===== config.mk =====
export PLATFORM = sky130hd
export DESIGN_NAME = jk_cmd_driver
export DESIGN_NICKNAME = d
export VERILOG_FILES = /design/src/rtl/jk_pkg.sv /design/src/rtl/jk_cmd_fifo.sv /design/src/rtl/jk_cmd_driver.sv
export SDC_FILE = /design/constraint.sdc
export NUM_CORES = 1
export LEC_CHECK = 0
export ABC_AREA = 1
export BUFFER_PORTS_ARGS = -buffer_cell sky130_fd_sc_hd__buf_2
export CORE_UTILIZATION = 45
export CTS_CLUSTER_DIAMETER = 30
export DETAILED_ROUTE_END_ITERATION = 8
export SYNTH_ARGS = -nofsm -noshare
export SYNTH_HDL_FRONTEND = slang
export SYNTH_SLANG_ARGS = --single-unit
export TNS_END_PERCENT = 100

===== constraint.sdc =====
create_clock -name clk -period 2.6 [get_ports clk]
set_input_delay 0.52 -clock clk [delete_from_list [all_inputs] [get_ports clk]]
set_output_delay 0.52 -clock clk [all_outputs]
set_load 0.01 [all_outputs]

===== src/rtl/jk_pkg.sv =====
// Shared types for the JK command driver: opcode, FSM state and command layout.
package jk_pkg;

   localparam int JK_WIDTH = 4;
   localparam int JK_DEPTH = 4;
   localparam int JK_RPT_W = 4;

   typedef enum logic [1:0] {
      JK_HOLD = 2'b00,
      JK_CLR  = 2'b01,
      JK_SET  = 2'b10,
      JK_TOG  = 2'b11
   } jk_op_t;

   typedef enum logic {
      ST_IDLE  = 1'b0,
      ST_ISSUE = 1'b1
   } jk_state_t;

   // FIFO word layout, MSB first: {op, mask, rpt}
   typedef struct packed {
      jk_op_t                op;
      logic [JK_WIDTH-1:0]   mask;
      logic [JK_RPT_W-1:0]   rpt;
   } jk_cmd_t;

endpackage


===== src/rtl/jk_cmd_fifo.sv =====
// Command FIFO for the JK driver: synchronous push/pop, async active-low reset.
module jk_cmd_fifo #(
   parameter int DW    = 10,
   parameter int DEPTH = 4
) (
   input  logic                       clk,
   input  logic                       rst_n,
   input  logic                       push,
   input  logic                       pop,
   input  logic [DW-1:0]              wdata,
   output logic [DW-1:0]              rdata,
   output logic                       full,
   output logic                       empty,
   output logic [$clog2(DEPTH):0]     level
);

   localparam int AW = $clog2(DEPTH);
   localparam int LW = AW + 1;

   logic [DW-1:0] mem [DEPTH];
   logic [AW-1:0] wr_ptr;
   logic [AW-1:0] rd_ptr;
   logic          push_ok;
   logic          pop_ok;

   assign full    = (level == LW'(DEPTH));
   assign empty   = (level == '0);
   assign push_ok = push && !full;
   assign pop_ok  = pop && !empty;
   assign rdata   = mem[rd_ptr];

   // Storage carries no reset; occupancy and pointers define validity.
   always_ff @(posedge clk) begin
      if (push_ok) mem[wr_ptr] <= wdata;
   end

   always_ff @(posedge clk or negedge rst_n) begin
      if (!rst_n) begin
         wr_ptr <= '0;
         rd_ptr <= '0;
         level  <= '0;
      end else begin
         if (push_ok) wr_ptr <= wr_ptr + AW'(1);
         if (pop_ok)  rd_ptr <= rd_ptr + AW'(1);
         case ({push_ok, pop_ok})
            2'b10:   level <= level + LW'(1);
            2'b01:   level <= level - LW'(1);
            default: level <= level;
         endcase
      end
   end

endmodule


===== src/rtl/jk_cmd_driver.sv =====
// JK command driver: buffers commands, replays them onto j_o/k_o, tracks a shadow bank.
// Optional macro JK_SHADOW_CHECK_EN enables the q_fb vs shadow compare (mismatch_o).
//
// state    | meaning
// ST_IDLE  | no command active; j/k driven to 0, pop head when FIFO non-empty
// ST_ISSUE | replaying current command; cnt counts remaining extra cycles
module jk_cmd_driver
   import jk_pkg::*;
#(
   parameter int WIDTH = JK_WIDTH,
   parameter int DEPTH = JK_DEPTH,
   parameter int RPT_W = JK_RPT_W
) (
   input  logic                       clk,
   input  logic                       rst_n,
   input  logic                       in_valid,
   output logic                       in_ready,
   input  logic [1:0]                 in_op,
   input  logic [WIDTH-1:0]           in_mask,
   input  logic [RPT_W-1:0]           in_rpt,
   output logic [WIDTH-1:0]           j_o,
   output logic [WIDTH-1:0]           k_o,
   output logic                       busy_o,
   output logic                       done_o,
   output logic [$clog2(DEPTH):0]     level_o,
   output logic [WIDTH-1:0]           q_model_o,
   input  logic [WIDTH-1:0]           q_fb,
   output logic                       mismatch_o
);

   localparam int CW = 2 + WIDTH + RPT_W;

   logic              fifo_full;
   logic              fifo_empty;
   logic              pop;
   logic [CW-1:0]     head;
   jk_op_t            head_op;
   logic [WIDTH-1:0]  head_mask;
   logic [RPT_W-1:0]  head_rpt;

   jk_state_t         state;
   logic [RPT_W-1:0]  cnt;
   jk_op_t            cur_op;
   logic [WIDTH-1:0]  cur_mask;

   assign in_ready  = !fifo_full;
   assign head_op   = jk_op_t'(head[CW-1 -: 2]);
   assign head_mask = head[RPT_W +: WIDTH];
   assign head_rpt  = head[RPT_W-1:0];

   // Pop either to start from idle or to chain directly after the last drive cycle.
   assign pop = !fifo_empty && ((state == ST_IDLE) || (cnt == '0));

   jk_cmd_fifo #(
      .DW    (CW),
      .DEPTH (DEPTH)
   ) u_fifo (
      .clk   (clk),
      .rst_n (rst_n),
      .push  (in_valid),
      .pop   (pop),
      .wdata ({in_op, in_mask, in_rpt}),
      .rdata (head),
      .full  (fifo_full),
      .empty (fifo_empty),
      .level (level_o)
   );

   always_ff @(posedge clk or negedge rst_n) begin
      if (!rst_n) begin
         state    <= ST_IDLE;
         cnt      <= '0;
         cur_op   <= JK_HOLD;
         cur_mask <= '0;
         j_o      <= '0;
         k_o      <= '0;
         busy_o   <= 1'b0;
         done_o   <= 1'b0;
      end else begin
         case (state)
            ST_IDLE: begin
               j_o    <= '0;
               k_o    <= '0;
               busy_o <= 1'b0;
               done_o <= 1'b0;
               if (pop) begin
                  cur_op   <= head_op;
                  cur_mask <= head_mask;
                  cnt      <= head_rpt;
                  state    <= ST_ISSUE;
               end
            end
            ST_ISSUE: begin
               j_o    <= cur_mask & {WIDTH{cur_op[1]}};
               k_o    <= cur_mask & {WIDTH{cur_op[0]}};
               busy_o <= 1'b1;
               done_o <= (cnt == '0);
               if (cnt != '0) begin
                  cnt <= cnt - RPT_W'(1);
               end else if (pop) begin
                  cur_op   <= head_op;
                  cur_mask <= head_mask;
                  cnt      <= head_rpt;
               end else begin
                  state <= ST_IDLE;
               end
            end
            default: state <= ST_IDLE;
         endcase
      end
   end

   // Shadow bank follows the registered j/k exactly as the cells do.
   always_ff @(posedge clk or negedge rst_n) begin
      if (!rst_n) q_model_o <= '0;
      else        q_model_o <= (j_o & ~q_model_o) | (~k_o & q_model_o);
   end

`ifdef JK_SHADOW_CHECK_EN
   logic [WIDTH-1:0] q_model_d;

   always_ff @(posedge clk or negedge rst_n) begin
      if (!rst_n) begin
         q_model_d  <= '0;
         mismatch_o <= 1'b0;
      end else begin
         q_model_d <= q_model_o;
         if (q_fb != q_model_d) mismatch_o <= 1'b1;
      end
   end
`else
   logic unused_q_fb;
   assign unused_q_fb = ^q_fb;
   assign mismatch_o  = 1'b0;
`endif

endmodule


# --- Word-level counts from Yosys, hierarchy flattened ---
# Memories as Yosys holds them, arrays and structs flattened.
# Cells that the tools add are included.
word_totals:
  ff_bits: 32
  latch_bits: 0
  ram_bits: 40
  mem_bits_ro: 0
  in_bits: 17
  output_inout_bits: 19
  wordCells: 59
  mem_count: 1
op_classes:
  add_sub_neg: 5
  mul: 0
  n_div: 0
  magnitude_cmp: 0
  n_eq_ne: 4
  n_shift: 0
  mux: 19
  bitwise: 8
  n_reduce_logical: 10
mem_list:
  columns: ["name", "words", "word_bits", "rd", "rd_ports_with_merged_regs", "wr", "line", "text"]
  rows:
  - ["u_fifo.mem", 4, 10, 1, 0, 1, "jk_cmd_fifo.sv:20", "logic [DW-1:0] mem [DEPTH];"]
ops:
  columns: ["operator", "n"]
  rows:
  - ["case mux 4 bit (2 select lines)", 4]
  - ["AND 4 bit", 4]
  - ["2-to-1 mux 4 bit", 4]
  - ["NOT 4 bit", 2]
  - ["case mux 1 bit (2 select lines)", 3]
  - ["case mux 3 bit (2 select lines)", 1]
  - ["adder 2 x 1 -> 2 bit (second input constant)", 2]
  - ["logical NOT 4 bit", 1]
  - ["2-to-1 mux 1 bit", 4]
  - ["2-to-1 mux 2 bit", 2]
  - ["bitwise OR 4 bit", 1]
  - ["case mux 2 bit (2 select lines)", 1]
  - ["nonzero test 4 bit", 1]
  - ["subtractor 4 x 1 -> 4 bit (second input constant)", 1]
  - ["adder 3 x 1 -> 3 bit (second input constant)", 1]
  - ["== test 3 bit (second input constant)", 1]
  - ["logical AND 1 bit", 3]
  - ["logical NOT 3 bit", 1]
  - ["subtractor 3 x 1 -> 3 bit (second input constant)", 1]
  - ["== test 2 x 1 -> 1 bit (second input constant)", 1]
  - ["== test 2 bit (second input constant)", 1]
  - ["logical NOT 1 bit", 2]
  - ["!= test 2 bit (second input constant)", 1]
  - ["nonzero test 2 bit", 1]
  - ["other kinds (2)", 2]

# --- Longest topological paths before layout ---
# Gate-level depths: netlist of run 1.
depth:
  word_depth: 6
  mapped_depth: 12
  mapped_depth_nobuf: 11

# --- Cells and area by module ---
# From an unflattened synthesis of run 1, not the netlist that was laid out.
unflattened:
  cells_unflattened: 284
  hier_area_um2: 3093.0
modules_own_cells:
  columns: ["module", "n_inst", "cells_each", "area_per_inst_um2", "seq_area_each_um2"]
  rows:
  - ["jk_cmd_fifo", 1, 178, 2095.8, 1376.3]
  - ["jk_cmd_driver", 1, 106, 997.2, 625.6]

# --- Worst setup path before layout of run 1 ---
# No wires, ideal clock.
synth_path:
  path_type: "register to register"
  startpoint: "reg cnt[0]"
  endpoint: "reg u_fifo.level[2]"
  setup_ns: 0.131
  arrival_ns: 2.011
  t_required_ns: 2.469
  setup_slack_ns: 0.458
  stages_incl_launch_ff: 13
  path_buffers: 1
  period_less_slack_ns: 2.142
  cell_sequence: "dfrtp_1 -> inv_1 -> ha_1 -> nand2_2 -> nand2_4 -> nand2_4 -> inv_6 -> buf_12 -> ha_1 -> fa_1 -> a21oi_1 -> o21ai_0 -> xor2_1"
synth_via:
  elab_chain_cells: 6
  elab_cells_between_ends: 8
  classes_between: "eq/ne: 2; mux: 1; reduce/logical: 5"
synth_lines:
  columns: ["element", "line", "text"]
  rows:
  - ["from (decl)", "jk_cmd_driver.sv:42", "logic [RPT_W-1:0] cnt;"]
  - ["from (signal assigned)", "jk_cmd_driver.sv:89", "cnt <= head_rpt;"]
  - ["from (signal assigned)", "jk_cmd_driver.sv:99", "cnt <= cnt - RPT_W'(1);"]
  - ["from (signal assigned)", "jk_cmd_driver.sv:103", "cnt <= head_rpt;"]
  - ["logical NOT 4 bit (*)", "jk_cmd_driver.sv:52", "assign pop = !fifo_empty && ((state == ST_IDLE) || (cnt == '0));"]
  - ["logical OR 1 bit (*)", "jk_cmd_driver.sv:52", null]
  - ["logical AND 1 bit (*)", "jk_cmd_driver.sv:52", null]
  - ["logical AND 1 bit (*)", "jk_cmd_fifo.sv:29", "assign pop_ok = pop && !empty;"]
  - ["named net u_fifo.pop_ok", "jk_cmd_fifo.sv:24", "logic pop_ok;"]
  - ["== test 2 x 1 -> 1 bit or == test 2 bit (tied branches)", "jk_cmd_fifo.sv:45", "case ({push_ok, pop_ok})"]
  - ["case mux 3 bit (2 select lines) or nonzero test 2 bit (tied branches)", null, null]
  - ["to (signal assigned)", "jk_cmd_fifo.sv:46", "2'b10: level <= level + LW'(1);"]
  - ["to (signal assigned)", "jk_cmd_fifo.sv:47", "2'b01: level <= level - LW'(1);"]
  - ["to (signal assigned)", "jk_cmd_fifo.sv:48", "default: level <= level;"]
  - ["to (decl)", "jk_cmd_fifo.sv:14", "output logic [$clog2(DEPTH):0] level"]
# The timed path passes the listed nets; every way through them passes the cells marked *.
# A chain may end at the register's enable or synchronous reset.

# --- Worst setup path in the final report of run 1 ---
layout_path:
  startpoint: "reg cnt[0]"
  endpoint: "reg u_fifo.level[2]"
layout_via:
  elab_chain_cells: 6
  elab_cells_between_ends: 8
  classes_between: "eq/ne: 2; mux: 1; reduce/logical: 5"
layout_lines:
  columns: ["element", "line"]
  rows:
  - ["logical NOT 4 bit (*)", "jk_cmd_driver.sv:52"]
  - ["logical OR 1 bit (*)", "jk_cmd_driver.sv:52"]
  - ["logical AND 1 bit (*)", "jk_cmd_driver.sv:52"]
  - ["logical AND 1 bit (*)", "jk_cmd_fifo.sv:29"]
  - ["== test 2 x 1 -> 1 bit or == test 2 bit (tied branches)", "jk_cmd_fifo.sv:45"]
  - ["case mux 3 bit (2 select lines) or nonzero test 2 bit (tied branches)", null]
# Mark *: on every way between the ends. The rest lies on a longest branch, timed or not.

==> results of run 1 <==
## how the worst max path moves through the flow
stage                     depth (start not counted)  slack (ns)                     endpoint
after floorplan                                  12        0.46  u_fifo.level[2]$_DFFE_PN0P_
after global placement                           11        0.45  u_fifo.level[2]$_DFFE_PN0P_
after detailed placement                         11        0.43  u_fifo.level[2]$_DFFE_PN0P_
after CTS                                        11        0.43  u_fifo.level[2]$_DFFE_PN0P_
after global routing                             11        0.28  u_fifo.level[2]$_DFFE_PN0P_
final                                            11        0.43  u_fifo.level[2]$_DFFE_PN0P_
## per-layer routing
layer	track usage, %	share of wire, %
met5	0	0
met4	6.58	1.4
met3	6.56	4.1
met2	25.8	47
met1	20.0	47
## cell usage in the layout, fill, tap and decap left out, drive strengths merged
| cell | n |
|---|---|
| xnor2 | 1 |
| inv | 26 |
| xor2 | 2 |
| a21oi | 8 |
| conb | 1 |
| buf | 35 |
| fa | 1 |
| clkinv | 3 |
| nand3 | 12 |
| clkbuf | 13 |
| dfrtp | 32 |
| nor2 | 57 |
| o21ai | 24 |
| or2 | 1 |
| nand2 | 41 |
| ha | 6 |
| o22ai | 2 |
| edfxtp | 40 |
## synthesized netlist by cell type
master	count	area, sq um
nor2_2	3	18.8
ha_1	6	75.1
edfxtp_1	40	1200
nand3_1	10	50.1
o21ai_0	20	100
nand2_2	1	6.26
inv_1	25	93.8
o22ai_1	2	12.5
buf_4	2	15.0
o21ai_2	4	35.0
nand2_4	2	22.5
xnor2_1	1	8.76
nand3_2	2	20.0
conb_1	1	3.75
a21oi_1	8	40.0
nor2_1	54	203
or2_2	1	6.26
buf_2	5	25.0
nand2_1	38	143
dfrtp_1	32	801
fa_1	1	20.0
buf_12	1	20.0
xor2_1	2	17.5
inv_6	1	8.76
## cell type report
class	count	area [sq um]	share of cell area, %
multi-input cells	156	782	23.1
flip-flops and latches	72	2000	59.0
clock inverters	3	18.8	0.553
repair buffers	35	188	5.53
well taps	77	96.3	2.84
clock buffers	13	203	5.98
inverters	26	103	3.02
## registers in the layout, indices dropped and copies added, names as in the netlist, 2 cells and up
| register | cells |
|---|---|
| u_fifo.mem | 40 |
| u_fifo.rd_ptr | 2 |
| cur_op | 2 |
| q_model_o | 4 |
| cnt | 4 |
| u_fifo.level | 3 |
| k_o | 4 |
| j_o | 4 |
| u_fifo.wr_ptr | 2 |
| cur_mask | 4 |
## worst max-delay path, cell delays in order, from the launching register on
cell and delay [ns]:
dfrtp_1 0.36, inv_1 0.06, ha_1 0.22, nand2_2 0.12
nand2_4 0.08, nand2_4 0.11, inv_6 0.08, ha_1 0.24
fa_1 0.38, a21oi_1 0.14, o21ai_0 0.11, xor2_1 0.15
## power by group through the flow
stage / registers, W / logic [W] / clock network, W
final: 0.00175 / 0.00128 / 0.000935
after detailed placement: 0.00177 / 0.00131 / 0
after floorplan: 0.00179 / 0.000925 / 0
after global routing: 0.00179 / 0.00149 / 0.00101
after CTS: 0.00175 / 0.00131 / 0.000952
after global placement: 0.00176 / 0.00127 / 0
## cells by family (layout without fill, tap and decap cells)
kind of cell	Yosys count	count (layout)	synth area share (%)
XOR/XNOR	3	3	0.892
flip-flops	72	72	67.9
AND/OR/NAND/NOR	111	111	15.9
AO/OA/AOI/OAI	34	34	6.37
adder cells (fa/ha/maj)	7	7	3.23
buffers and inverters	34	77	5.52
other	1	1	0.127
## per-stage QoR
stage | worst slack, ns | instances | utilization [%]
3_5_place_dp | 0.432 | 366 | 49.9
5_1_grt | 0.283 | 382 | 53.4
2_1_floorplan | 0.458 | 262 | -
6_report | 0.432 | 382 | 53.4
3_3_place_gp | 0.454 | 366 | 49.9
4_1_cts | 0.428 | 382 | 53.4
==> impl_metrics.yaml, run 1 <==
clock_tree:
  cts-hold-fix-buffers: 0
  clkTransAtPathRegs_ns: 0.08
  clock_latency_ns: 0.35
  cts.htree.levels: 3
  tritoncts: "done"
  post-cts-setup-buffers: 0
  tritoncts.num_buffers: 9
  clockBufferDepth: 2
  root_buffer: "clkbuf_8"
  clock_sink_count: 72
  number_of_gates_resized_after_cts: 0
global_routing:
  global_route.usage.total_pct: 16.3
  first_global_vias: 1782
  gr-total-overflow: 0
  grt_antenna_before_repair: 0
  grt_pass1_wl_microns: 8400
  pin_count_of_the_biggest_net_entering_global_routing: 33
place:
  numPortBuffers: 30
  gp_congestion: 0.691
  placed_cell_areas_sq_um: 3170
  post-dp-hpwl_microns: 3130
yosys:
  yosysSeqAreaShare_pct: 67.9
  yosys_warnings: 0
  mappedNetlistArea_sq_um: 2950
  syn_inst: 262
  ys_seq_elements: 72
  postSynthNetCount: 286
  syn_area_per_cell_sq_um: 11.2
  synthDistinctLibCells: 24
die:
  floorplan.die.height_microns: 82.9
  num_io_pins: 36
  rows: 29
  initial_cell_density_of_the_core_pct: 46.4
  floorplan_core_area_sq_um: 6350
  floorplan.die_area_sq_um: 6880
  die_width_microns: 82.9
critical_path:
  timing.critical_path.from: "cnt[0]$_DFF_PN0_"
  ff2ff_setup_slack_ns: 0.43
  timing.critical_path.from_type: "register"
  worst_setup_path_end_kind: "register"
  timing.critical_path.fanout_max: 15
  worstReg2RegStart: "cnt[0]$_DFF_PN0_"
  classification_of_the_worst_setup_path: "register to register"
  worstPathRequired_ns: 2.83
  crit_arrival_ns: 2.40
  r2r-end: "u_fifo.level[2]$_DFFE_PN0P_"
  worst-r2r-cell-count: 11
power:
  seq_power_share_pct: 44.1
  power_density_nw_per_um2: 1170
  p_leak_nw: 1.52
  max-vdd-ir-drop_v: 0.000610
  power.share.clock_pct: 23.6
  p_sw_share_pct: 35.1
  p_total_w: 0.00396
  share_comb_of_total_power_pct: 32.3
  power.switching_w: 0.00139
  internal_power_w: 0.00257
layout:
  post_route_cells_drive_above_1_share_pct: 21.0
  syn_to_final_growth_pct: 15.1
  antenna_cells: 0
  fin_nets: 324
  layout.cell_area.non_filler_sq_um: 3390
  fillCellCount: 557
timing:
  max_slew_margin_pct: 54.3
  max_clock_freq_mhz: 461
  setup_viol: 0
  worst_slew_pin_slew_ns: 0.686
  final.min_clock_period_ns: 2.17
  fin_crit_sh_pct: 83.4
  setup-tns-final_ns: 0
  max_slew_violation_total_from_the_final_report: 0
  fin_skew_ns: 0.0112
  fin_hold_ws_ns: 0.205
  rsz_0062_raised_after_global_routing: "no"
  finalHoldViolCount: 0
routing:
  antenna_violating_nets_post_route: 0
  drt-total-wl_microns: 4820
  drt_pre_antenna_iters: 5
  route.vias.total: 1779
  wl_per_cell_microns: 12.6
  initialDrtViolationCount: 95
  route.detailed.drc: 0
  drt-vias-per-instance: 4.66
flow_run:
  cap_violations: 0
outcome:
  outcome: "completed"
min_path:
  hold_path.class: "input pin to async pin"
Note: power is estimated with default switching activity, not from simulation.
==> run 2, diff against run 1 <==
==> constraint.sdc (replaced) <==
create_clock -name clk -period 2.2 [get_ports clk]
set_input_delay 0.44 -clock clk [delete_from_list [all_inputs] [get_ports clk]]
set_output_delay 0.44 -clock clk [all_outputs]
set_load 0.01 [all_outputs]
==> run 2 against run 1 <==
Die area stayed put; critical path type unchanged; highest routed layer unchanged; clock power is 7.4% lower; sequential power is 17% higher; clock-buffer cell count is 2 higher; wire length is 2.5% lower.
==> impl_metrics.yaml, run 2 (synthesis results as in run 1) <==
place:
  numPortBuffers: 30
  placed_cell_areas_sq_um: 3200
  gp_congestion: 0.715
  post-dp-hpwl_microns: 3100
layout:
  fin_nets: 329
  post_route_cells_drive_above_1_share_pct: 21.3
  largest_reg_flops: 40
  layout_commonest_cell: "nor2_1"
  final_cell_mix: "nor2_1, edfxtp_1, nand2_1"
  fillCellCount: 546
  finalCoreUtilization_pct: 53.2
  max_flop_register: "u_fifo.mem"
  layout.cell_area.non_filler_sq_um: 3380
  antenna_cells: 0
  syn_to_final_growth_pct: 14.7
global_routing:
  global_route.usage.total_pct: 15.3
  first_global_vias: 1713
  grt_antenna_before_repair: 0
  grt_pass1_wl_microns: 7960
  pin_count_of_the_biggest_net_entering_global_routing: 33
  gr-total-overflow: 0
critical_path:
  timing.critical_path.from_type: "register"
  timing.critical_path.fanout_max: 6
  r2r-end: "u_fifo.level[2]$_DFFE_PN0P_"
  worst-r2r-cell-count: 11
  timing.critical_path.cells: "inv_1 > ha_2 > nand2_2 > nand2_4 > nand2_8 > inv_6 > ha_1 > fa_1 > a21oi_1 > o21ai_1 > xor2_1"
  critical_path.max_stage_delay_ns: 0.39
  worstReg2RegStart: "cnt[0]$_DFF_PN0_"
  timing.critical_path.from: "cnt[0]$_DFF_PN0_"
  worst_setup_path_end_kind: "register"
  critical_path_cell_count: 11
  classification_of_the_worst_setup_path: "register to register"
  worstPathRequired_ns: 2.42
  ff2ff_setup_slack_ns: 0.15
  worst-path-buf-inv: 2
  cp_top_family: "adder cells"
  crit_path_top_delay_cell: "fa_1"
  worstSetupEndpoint: "u_fifo.level[2]$_DFFE_PN0P_"
  crit_arrival_ns: 2.28
clock_tree:
  clock_sink_count: 72
  tritoncts.num_buffers: 9
  root_buffer: "clkbuf_8"
  clockBufferDepth: 2
  cts.htree.levels: 3
  clock_latency_ns: 0.34
  tritoncts: "done"
  clkTransAtPathRegs_ns: 0.07
  cts-hold-fix-buffers: 0
timing:
  max_clock_freq_mhz: 487
  setup-tns-final_ns: 0
  max_slew_violation_total_from_the_final_report: 0
  setup_viol: 0
  final.min_clock_period_ns: 2.05
  worst_slew_pin_slew_ns: 0.702
  rsz_0062_raised_after_global_routing: "no"
  fin_hold_ws_ns: 0.145
  max_slew_margin_pct: 53.2
  fin_crit_sh_pct: 93.3
  finalHoldViolCount: 0
  fin_skew_ns: 0.00533
die:
  initial_cell_density_of_the_core_pct: 46.4
  num_io_pins: 36
  die_width_microns: 82.9
  floorplan.die_area_sq_um: 6880
  floorplan.die.height_microns: 82.9
  rows: 29
  floorplan_core_area_sq_um: 6350
routing:
  initialDrtViolationCount: 53
  drt-vias-per-instance: 4.67
  route.detailed.drc: 0
  wl_per_cell_microns: 12.1
  antenna_violating_nets_post_route: 0
  drt_pre_antenna_iters: 4
  drt-total-wl_microns: 4700
  route.vias.total: 1809
power:
  max-vdd-ir-drop_v: 0.000579
  p_total_w: 0.00452
  p_leak_nw: 1.51
  power_density_nw_per_um2: 1340
flow_run:
  cap_violations: 0
min_path:
  hold_path.class: "input pin to async pin"
outcome:
  outcome: "completed"
[run 2: cell types whose count changed in the layout (fill, tap and decap cells not counted), sizes merged]
cell    previous run  this run
clkinv             3         1
clkbuf            13        15
buf               35        40
[run 2: how the worst min path moves through the flow]
stage / end / slack [ns] / cells past startpoint
4_1_cts: u_fifo.level[2]$_DFFE_PN0P_ / 0.17 / 1
3_5_place_dp: q_model_o[3]$_DFF_PN0_ / 0.43 / 1
3_3_place_gp: q_model_o[3]$_DFF_PN0_ / 0.42 / 1
2_1_floorplan: busy_o$_DFF_PN0_ / 0.14 / 0
6_report: u_fifo.level[2]$_DFFE_PN0P_ / 0.15 / 1
5_1_grt: u_fifo.wr_ptr[0]$_DFFE_PN0P_ / 0.20 / 1
[run 2: layer usage]
metal / wire, microns / track usage, %
met4: 104 / 8.46
met1: 2180 / 19.9
met2: 2220 / 23.8
met5: 0 / 0
met3: 196 / 3.58
[run 2: what timing repair did]
| action | CTS | global route |
|---|---|---|
| setup endpoints to repair | 0 | 1 |
| buffers inserted | 0 | 1 |
| endpoints found under the hold margin | 0 | 0 |
| resized for setup | 0 | 3 |
[run 2: through the flow]
stage | instances | setup WS, ns
final | 387 | 0.146
after global routing | 387 | 0.0398
after CTS | 386 | 0.0698
after detailed placement | 370 | 0.0682
after global placement | 370 | 0.105
after floorplan | 262 | 0.0579
[run 2: worst register-to-register path, delay by kind of cell, from the launching register on]
| family | cells | cell delay, ns |
|---|---|---|
| AOI/OAI and AO/OA | 2 | 0.26 |
| xor gates and xnor gates | 1 | 0.14 |
| adders and majority gates | 3 | 0.81 |
| buffers and inverters | 2 | 0.09 |
| DFF | 1 | 0.37 |
| and+or+nand+nor | 3 | 0.28 |
[run 2: layout make-up]
type                       count  area (sq um)  share of cell area [%]
clock buffer                  15           156                    4.63
clock inverter                 1          5.00                   0.148
inverter                      26           103                    3.03
multi-input combinational    156           793                    23.5
sequential                    72          2000                    59.2
tap                           77          96.3                    2.85
timing repair buffer          40           225                    6.66
[run 2: power by group]
group          leakage [nW]  total, W  switching, W  internal [W]
logic                 0.678   0.00162       0.00100      0.000618
clock network        0.0817  0.000866      0.000425      0.000441
registers             0.750   0.00204      0.000180       0.00186
total                  1.51   0.00452       0.00161       0.00291
==> run 3, diff against run 2 <==
--- a/config.mk
+++ b/config.mk
@@ -10,6 +10,7 @@
 export CORE_UTILIZATION = 45
 export CTS_CLUSTER_DIAMETER = 30
 export DETAILED_ROUTE_END_ITERATION = 8
+export MAX_ROUTING_LAYER = met4
 export SYNTH_ARGS = -nofsm -noshare
 export SYNTH_HDL_FRONTEND = slang
 export SYNTH_SLANG_ARGS = --single-unit
==> run 3 against run 2 <==
Flip-flop and latch count unchanged; die area is the same; total power about the same; first-iteration DRC count is 21% higher; clock skew is 0.00074 ns higher; clock power barely moved; setup slack is essentially flat; core utilization stayed put; register-to-register slack hardly changed; combinational power hardly changed; critical path type unchanged; largest cell class unchanged.
==> impl_metrics.yaml, run 3 (synthesis results as in run 1) <==
clock_tree:
  clockBufferDepth: 2
  clock_sink_count: 72
  clkTransAtPathRegs_ns: 0.07
  cts.htree.levels: 3
  clock_latency_ns: 0.33
  tritoncts: "done"
  root_buffer: "clkbuf_8"
  tritoncts.num_buffers: 9
routing:
  drt-vias-per-instance: 4.69
  route.detailed.drc: 0
  initialDrtViolationCount: 64
  drt_pre_antenna_iters: 4
  wl_per_cell_microns: 12.2
  route.vias.total: 1815
  antenna_violating_nets_post_route: 0
  drt-total-wl_microns: 4720
timing:
  max_slew_margin_pct: 53.2
  setup_viol: 0
  setup-tns-final_ns: 0
  fin_crit_sh_pct: 93.3
  final.min_clock_period_ns: 2.05
  max_slew_violation_total_from_the_final_report: 0
  rsz_0062_raised_after_global_routing: "no"
  max_clock_freq_mhz: 487
  finalHoldViolCount: 0
  fin_skew_ns: 0.00607
  worst_slew_pin_slew_ns: 0.702
layout:
  antenna_cells: 0
  syn_to_final_growth_pct: 14.7
  final_cell_mix: "nor2_1, edfxtp_1, nand2_1"
  largest_reg_flops: 40
  fillCellCount: 546
  layout.cell_area.non_filler_sq_um: 3380
  layout_commonest_cell: "nor2_1"
  post_route_cells_drive_above_1_share_pct: 21.3
  max_flop_register: "u_fifo.mem"
  fin_nets: 329
critical_path:
  worst_setup_path_end_kind: "register"
  crit_arrival_ns: 2.27
  worst-r2r-cell-count: 11
  timing.critical_path.from_type: "register"
  timing.critical_path.fanout_max: 6
  worstPathRequired_ns: 2.42
  worstReg2RegStart: "cnt[0]$_DFF_PN0_"
  timing.critical_path.from: "cnt[0]$_DFF_PN0_"
  classification_of_the_worst_setup_path: "register to register"
global_routing:
  first_global_vias: 1709
  pin_count_of_the_biggest_net_entering_global_routing: 33
  global_route.usage.total_pct: 15.8
  gr-total-overflow: 0
  grt_pass1_wl_microns: 7960
  grt_antenna_before_repair: 0
place:
  placed_cell_areas_sq_um: 3200
  numPortBuffers: 30
  post-dp-hpwl_microns: 3100
  gp_congestion: 0.724
power:
  seq_power_share_pct: 45.0
  p_leak_nw: 1.51
  power.share.clock_pct: 19.2
  p_total_w: 0.00452
  share_comb_of_total_power_pct: 35.8
  p_sw_share_pct: 35.5
  power.switching_w: 0.00161
  internal_power_w: 0.00291
  power_density_nw_per_um2: 1340
  max-vdd-ir-drop_v: 0.000579
flow_run:
  cap_violations: 0
die:
  rows: 29
  floorplan.die_area_sq_um: 6880
  floorplan_core_area_sq_um: 6350
  initial_cell_density_of_the_core_pct: 46.4
  floorplan.die.height_microns: 82.9
  die_width_microns: 82.9
  num_io_pins: 36
outcome:
  outcome: "completed"
min_path:
  hold_path.class: "input pin to async pin"
run 3: cell counts in the layout (fill, tap and decap cells not counted):
No cell type changed its count.
run 3: layer usage:
metal  share of wire (%)  track usage [%]
met1                  46             19.9
met2                  48             23.8
met3                 3.7             3.58
met4                 2.1             8.46
met5                   0                -
run 3: critical path, stage by stage, from the launching register on:
cell     delay (ns)
dfrtp_1        0.37
inv_1          0.06
ha_2           0.20
nand2_2        0.09
nand2_4        0.09
nand2_8        0.10
inv_6          0.03
ha_1           0.22
fa_1           0.39
a21oi_1        0.16
o21ai_1        0.10
xor2_1         0.14
run 3: path summary, 6_finish.rpt:
check / endpoint / slack [ns]
worst max-delay path: u_fifo.level[2]$_DFFE_PN0P_ / 0.15
worst min-delay path: u_fifo.level[2]$_DFFE_PN0P_ / 0.15
worst max register to register: u_fifo.level[2]$_DFFE_PN0P_ / 0.15
worst min register to register: q_model_o[1]$_DFF_PN0_ / 0.43
max in group asynchronous: k_o[3]$_DFF_PN0_ / 1.60
min in group clk: u_fifo.mem[3][7]$_DFFE_PP_ / 0.31
run 3: power by group through the flow:
stage,combinational [W],sequential (W),clock [W]
final,0.00162,0.00204,0.000867
after global routing,0.00186,0.00208,0.000961
after CTS,0.00162,0.00204,0.000896
after detailed placement,0.00162,0.00206,0
after global placement,0.00158,0.00205,0
after floorplan,0.00109,0.00211,0
run 3: cell type report:
type	instances	area (sq um)	area share [%]
Timing Repair Buffer	40	225	6.66
Clock inverter	1	5.00	0.148
Clock buffer	15	156	4.63
Multi-Input combinational cell	156	793	23.5
Sequential cell	72	2000	59.2
Tap cell	77	96.3	2.85
Inverter	26	103	3.03
run 3: timing repair:
| action | 4_1_cts | 5_1_grt |
|---|---|---|
| setup endpoints to repair | 0 | 1 |
| resized for setup | 0 | 3 |
| hold buffers | 0 | 0 |
| setup buffers | 0 | 1 |
run 3: metrics by stage:
step / util, % / hold slack, ns / cells / setup slack (ns)
floorplan: - / 0.144 / 262 / 0.0579
global placement: 50.4 / 0.418 / 370 / 0.105
detailed placement: 50.4 / 0.425 / 370 / 0.0682
CTS: 52.9 / 0.165 / 386 / 0.0698
global route: 53.2 / 0.199 / 387 / 0.0398
finish: 53.2 / 0.146 / 387 / 0.147
